<file path="config.mk">
export PLATFORM = sky130hd
export DESIGN_NAME = load_store_unit
export DESIGN_NICKNAME = d
export VERILOG_FILES = /design/src/rtl/lsu_pkg.sv /design/src/rtl/load_align.sv /design/src/rtl/load_store_unit.sv
export SDC_FILE = /design/constraint.sdc
export NUM_CORES = 1
export LEC_CHECK = 0
export ABC_AREA = 1
export ABC_CLOCK_PERIOD_IN_PS = 1600
export CAP_MARGIN = 30
export CORE_MARGIN = 2
export CORE_UTILIZATION = 44
export CTS_BUF_LIST = sky130_fd_sc_hd__clkbuf_8
export CTS_CLUSTER_SIZE = 12
export DETAILED_ROUTE_END_ITERATION = 16
export GPL_TIMING_DRIVEN = 1
export PLACE_DENSITY = 0.89
export SYNTH_ARGS = -nofsm -noshare
export SYNTH_HDL_FRONTEND = slang
export SYNTH_HIERARCHICAL = 1
export SYNTH_SLANG_ARGS = --single-unit
</file>
<file path="constraint.sdc">
create_clock -name clk -period 1.6 [get_ports clk]
set_clock_uncertainty 0.05 [all_clocks]
set_input_delay 0.24 -clock clk [delete_from_list [all_inputs] [get_ports clk]]
set_output_delay 0.24 -clock clk [all_outputs]
set_load 0.01 [all_outputs]
</file>
<file path="src/rtl/lsu_pkg.sv">
// Shared types, byte-enable patterns and request legality check for the load/store unit.
package lsu_pkg;

    typedef enum logic [1:0] {IDLE, REQ, WAIT, RESP} lsu_state_t;

    // Load and store encodings share the low funct3 codes (LB/SB, LH/SH, LW/SW).
    typedef enum logic [2:0] {
        F3_B  = 3'b000,
        F3_H  = 3'b001,
        F3_W  = 3'b010,
        F3_BU = 3'b100,
        F3_HU = 3'b101
    } mem_funct3_t;

    localparam logic [3:0] BE_BYTE    = 4'b0001;
    localparam logic [3:0] BE_HALF_LO = 4'b0011;
    localparam logic [3:0] BE_HALF_HI = 4'b1100;
    localparam logic [3:0] BE_WORD    = 4'b1111;

    function automatic logic req_faults(input logic       is_store,
                                        input logic [2:0] funct3,
                                        input logic [1:0] addr_lo);
        logic legal;
        logic misaligned;
        case (funct3)
            F3_B, F3_H, F3_W: legal = 1'b1;
            F3_BU, F3_HU:     legal = !is_store;
            default:          legal = 1'b0;
        endcase
        misaligned = (funct3[1:0] == 2'b01 && addr_lo[0]) ||
                     (funct3[1:0] == 2'b10 && addr_lo != 2'b00);
        return !legal || misaligned;
    endfunction

endpackage

</file>
<file path="src/rtl/load_align.sv">
// Combinational load-data lane select with sign/zero extension.
module load_align
    import lsu_pkg::*;
(
    input  logic [2:0]  funct3_i,
    input  logic [1:0]  addr_lo_i,
    input  logic [31:0] rdata_i,
    output logic [31:0] data_o
);

    logic [7:0]  byte_lane;
    logic [15:0] half_lane;

    always_comb begin
        byte_lane = rdata_i[{addr_lo_i, 3'b000} +: 8];
        half_lane = rdata_i[{addr_lo_i[1], 4'b0000} +: 16];
        case (funct3_i)
            F3_B:    data_o = {{24{byte_lane[7]}}, byte_lane};
            F3_H:    data_o = {{16{half_lane[15]}}, half_lane};
            F3_W:    data_o = rdata_i;
            F3_BU:   data_o = {24'h0, byte_lane};
            F3_HU:   data_o = {16'h0, half_lane};
            default: data_o = 32'h0;
        endcase
    end

endmodule

</file>
<file path="src/rtl/load_store_unit.sv">
// Single-outstanding RV32 load/store unit. Define LSU_TIMEOUT_EN to enable the bus watchdog
// that faults a transaction after TIMEOUT_CYCLES cycles in REQ/WAIT.
module load_store_unit
    import lsu_pkg::*;
#(
    parameter int unsigned TIMEOUT_CYCLES = 255
) (
    input  logic        clk,
    input  logic        rst_n,
    input  logic        req_valid_i,
    output logic        req_ready_o,
    input  logic        req_is_store_i,
    input  logic [2:0]  req_funct3_i,
    input  logic [31:0] req_addr_i,
    input  logic [31:0] req_wdata_i,
    output logic        bus_req_o,
    output logic        bus_we_o,
    output logic [31:0] bus_addr_o,
    output logic [3:0]  bus_be_o,
    output logic [31:0] bus_wdata_o,
    input  logic        bus_gnt_i,
    input  logic        bus_rvalid_i,
    input  logic [31:0] bus_rdata_i,
    output logic        resp_valid_o,
    output logic [31:0] resp_data_o,
    output logic        resp_fault_o
);

    lsu_state_t  state_q;
    logic [2:0]  funct3_q;
    logic [1:0]  addr_lo_q;
    logic        is_store_q;
    logic [3:0]  be_d;
    logic [31:0] wdata_d;
    logic [31:0] load_data;
    logic        capture;
    logic        timed_out;

    assign req_ready_o = (state_q == IDLE);

    load_align u_load_align (
        .funct3_i  (funct3_q),
        .addr_lo_i (addr_lo_q),
        .rdata_i   (bus_rdata_i),
        .data_o    (load_data)
    );

    always_comb begin
        be_d    = BE_WORD;
        wdata_d = req_wdata_i;
        case (req_funct3_i[1:0])
            2'b00: begin
                be_d    = BE_BYTE << req_addr_i[1:0];
                wdata_d = {4{req_wdata_i[7:0]}};
            end
            2'b01: begin
                be_d    = req_addr_i[1] ? BE_HALF_HI : BE_HALF_LO;
                wdata_d = {2{req_wdata_i[15:0]}};
            end
            default: ;
        endcase
    end

    // rvalid only counts once the request has been granted.
    assign capture = (state_q == REQ && bus_gnt_i && bus_rvalid_i) ||
                     (state_q == WAIT && bus_rvalid_i);

`ifdef LSU_TIMEOUT_EN
    localparam logic [15:0] TimeoutLast = 16'(TIMEOUT_CYCLES - 1);
    logic [15:0] cnt_q;

    assign timed_out = (state_q == REQ || state_q == WAIT) && (cnt_q == TimeoutLast) && !capture;

    always_ff @(posedge clk or negedge rst_n) begin
        if (!rst_n) begin
            cnt_q <= '0;
        end else if (state_q == REQ || state_q == WAIT) begin
            cnt_q <= cnt_q + 16'd1;
        end else begin
            cnt_q <= '0;
        end
    end
`else
    logic unused_timeout;
    assign unused_timeout = ^TIMEOUT_CYCLES;
    assign timed_out      = 1'b0;
`endif

    always_ff @(posedge clk or negedge rst_n) begin
        if (!rst_n) begin
            state_q      <= IDLE;
            funct3_q     <= '0;
            addr_lo_q    <= '0;
            is_store_q   <= 1'b0;
            bus_req_o    <= 1'b0;
            bus_we_o     <= 1'b0;
            bus_addr_o   <= '0;
            bus_be_o     <= '0;
            bus_wdata_o  <= '0;
            resp_valid_o <= 1'b0;
            resp_data_o  <= '0;
            resp_fault_o <= 1'b0;
        end else begin
            case (state_q)
                IDLE: begin
                    if (req_valid_i) begin
                        funct3_q   <= req_funct3_i;
                        addr_lo_q  <= req_addr_i[1:0];
                        is_store_q <= req_is_store_i;
                        if (req_faults(req_is_store_i, req_funct3_i, req_addr_i[1:0])) begin
                            state_q      <= RESP;
                            resp_valid_o <= 1'b1;
                            resp_fault_o <= 1'b1;
                            resp_data_o  <= '0;
                        end else begin
                            state_q     <= REQ;
                            bus_req_o   <= 1'b1;
                            bus_we_o    <= req_is_store_i;
                            bus_addr_o  <= {req_addr_i[31:2], 2'b00};
                            bus_be_o    <= be_d;
                            bus_wdata_o <= wdata_d;
                        end
                    end
                end
                REQ: begin
                    if (bus_gnt_i) begin
                        bus_req_o <= 1'b0;
                        state_q   <= WAIT;
                    end
                end
                WAIT: ;
                RESP: begin
                    state_q      <= IDLE;
                    resp_valid_o <= 1'b0;
                    resp_fault_o <= 1'b0;
                    resp_data_o  <= '0;
                end
                default: state_q <= IDLE;
            endcase

            // Completion overrides the REQ/WAIT bookkeeping above.
            if (capture) begin
                state_q      <= RESP;
                bus_req_o    <= 1'b0;
                resp_valid_o <= 1'b1;
                resp_fault_o <= 1'b0;
                resp_data_o  <= is_store_q ? 32'h0 : load_data;
            end else if (timed_out) begin
                state_q      <= RESP;
                bus_req_o    <= 1'b0;
                resp_valid_o <= 1'b1;
                resp_fault_o <= 1'b1;
                resp_data_o  <= '0;
            end
        end
    end

endmodule

</file>
==> impl_metrics.json <==
{
  "outcome": "finished with violations",
  "wl_per_cell_um": 15.4,
  "ys_seq_area_share_pct": 49.6,
  "regToRegEndpoint": "resp_data_o[23]$_DFFE_PN0P_",
  "yosys.area.top_type": "dfrtp_1",
  "multiInputGateArea_sq_um": 2380,
  "rsz0062_at_grt": "yes",
  "htree_levels": 3,
  "antenna_found_initial": 0,
  "cts_buffer_depth": 2,
  "num_rows": 41,
  "most-common-layout-cells": "nand2_1 (428), dfrtp_1 (108), clkdlybuf4s50_1 (103)",
  "cp_slowest_cell": "dfrtp_1",
  "fin_crit_sh_pct": 101,
  "yosys_warnings": 6,
  "cts_buffers": 9,
  "cts_num_sinks": 110,
  "first_iter_violations": 423,
  "synth_area_per_cell_sq_um": 7.21,
  "failed_checks": "setup timing",
  "netlist_area_sq_um": 5550,
  "gp_congestion": 0.888,
  "endpoint_kind": "register",
  "worst_setup_path_start_kind": "register",
  "drv_slew": 0,
  "fp.dieH_um": 116,
  "wirelength_um": 18100,
  "cts_tree": "built",
  "worstPathRequired_ps": 1890,
  "grt_pass1_wl_um": 26000,
  "die_area_sq_um": 13500,
  "r2r_start": "state_q[1]$_DFFE_PN0P_",
  "power.density_nw_per_um2": 1610,
  "drive_gt1_share_pct": 9.66,
  "vdd_drop_max_mv": 0.851,
  "num_vias": 5793,
  "core-area_sq_um": 12500,
  "cellLeakagePower_uw": 0.00468,
  "die_w_um": 116,
  "r2r_cells": 7,
  "drv_cap": 0,
  "antennaDiodeCount": 0,
  "synth_top_area_share_pct": 49.6,
  "hold_path.class": "input pin to async pin",
  "dp_hpwl_um": 12500,
  "gr-usage-all-layers_pct": 24.9,
  "grt_max_degree": 56,
  "regArea_sq_um": 2760,
  "grt_pass1_vias": 5431,
  "cp_max_fo": 34,
  "grt_overflow_total": 0,
  "synthCells": 769,
  "initial_core_util_pct": 44.5,
  "min_period_ps": 1620,
  "crit_type": "register to register",
  "crit_chain": "buf_6 -> o21ai_0 -> nand3_2 -> nand3_2 -> buf_12 -> nand2_1 -> nand2_1",
  "synth-seq-cells": 110,
  "fin_setup_tns_ps": -59.9,
  "dp_worst_setup_slack_ps": -317,
  "area_growth_pct": 48.3,
  "clk_pin_slew_worst_paths_ps": 110,
  "ant_nets": 0,
  "worst_ep_arrival_time_ps": 1910,
  "finish.net_count": 1104,
  "finalSetupViolCount": 7,
  "synthDistinctLibCells": 29,
  "final_common_cell": "nand2_1",
  "max_stage_delay_ps": 450,
  "drc": 0,
  "avgViaCountPerCell": 4.93,
  "reg2reg_slack_ps": -20,
  "stdcell_count": 1176,
  "yosys-top-cells-area": "dfrtp_1 (50%), nand2_1 (29%), inv_1 (3.5%)",
  "power_uw": 13200,
  "worstSkewPairLatency_ps": 400,
  "fmax_ghz": 0.617,
  "io_buffers": 207,
  "fillers": 1046,
  "hold_viol_final": 0,
  "io_pins": 210,
  "clk_root_buffer_cell": "clkbuf_8",
  "worst_slack_ps": -21.4,
  "first_pass_iters": 5,
  "hold_slack_ps": 262,
  "dp_cells": 1147
}
-- worst max path at each step --
| stage | start | to | slack, ps | cells past startpoint |
|---|---|---|---|---|
| final | state_q[1]$_DFFE_PN0P_ | resp_data_o[23]$_DFFE_PN0P_ | -20 | 7 |
| after global routing | state_q[1]$_DFFE_PN0P_ | resp_data_o[11]$_DFFE_PN0P_ | -90 | 7 |
| after CTS | state_q[1]$_DFFE_PN0P_ | req_ready_o | -90 | 2 |
| after detailed placement | req_funct3_i[0] | bus_wdata_o[31]$_DFFE_PN0P_ | -320 | 10 |
| after global placement | req_funct3_i[1] | bus_be_o[3]$_DFFE_PN0P_ | -220 | 8 |
| after floorplan | state_q[1]$_DFFE_PN0P_ | bus_addr_o[10]$_DFFE_PN0P_ | 130 | 8 |
-- cells in the mapped netlist (all sizes together) --
master / n
nand2: 437
dfrtp: 110
inv: 53
nor2: 50
o21ai: 40
buf: 33
nand3: 16
a21oi: 10
o211ai: 6
clkbuf: 5
nand4: 2
nor3: 2
a31oi: 1
and2: 1
conb: 1
nand3b: 1
or2: 1
-- kinds of logic (layout without fill, tap and decap cells) --
family / after synthesis / in the layout / share of synthesized area [%]
AOI/OAI and AO/OA: 57 / 57 / 5.84
buffers and inverters: 91 / 325 / 8.41
DFF: 110 / 110 / 49.6
other: 1 / 2 / 0.0676
and+or+nand+nor: 510 / 510 / 36.1
-- area by class of cell --
type | instances | share of cell area, %
repair buffers | 256 | 30.4
clock inverters | 7 | 0.654
inverters | 53 | 2.42
flip-flops and latches | 110 | 33.5
clock buffers | 9 | 1.51
multi-input cells | 569 | 28.9
well taps | 172 | 2.62
-- where the power goes --
group / total (uW) / switching [uW] / internal, uW
logic: 6760 / 3780 / 2970
clock network: 1630 / 1050 / 587
registers: 4850 / 817 / 4030
-- registers in the layout, summed over array words and instances, names as in the netlist --
register      count
addr_lo_q         2
bus_addr_o       30
bus_be_o          4
bus_req_o         1
bus_wdata_o      32
bus_we_o          1
funct3_q          3
is_store_q        1
resp_data_o      32
resp_fault_o      1
resp_valid_o      1
state_q           2
-- metrics by stage --
stage | instance area (sq um) | utilization, %
finish | 8230 | 66.0
global route | 8230 | 66.0
CTS | 8010 | 64.2
detailed placement | 7940 | 63.7
global placement | 7940 | 63.7
floorplan | 5550 | -
-- critical path: cells and delay by family, from the launching register on --
| kind | cells | cell delay [ps] |
|---|---|---|
| AOI/OAI and AO/OA | 1 | 290 |
| buffers and inverters | 2 | 350 |
| DFF | 1 | 450 |
| and+or+nand+nor | 4 | 410 |
-- timing repair --
item	CTS	global route
pin swaps	0	13
hold buffers	1	0
gates resized for setup	103	20
endpoints found under the setup margin	103	48
buffers inserted	1	5
hold endpoints to repair	26	0
cloned	0	6
-- layer usage --
layer / GRT usage [%] / part of all wire [%]
met3: 9.34 / 11
met5: 0 / 0
met1: 28.9 / 38
met4: 10.2 / 2.6
met2: 41.7 / 49
No activity file was read; power rests on OpenSTA's default activity.
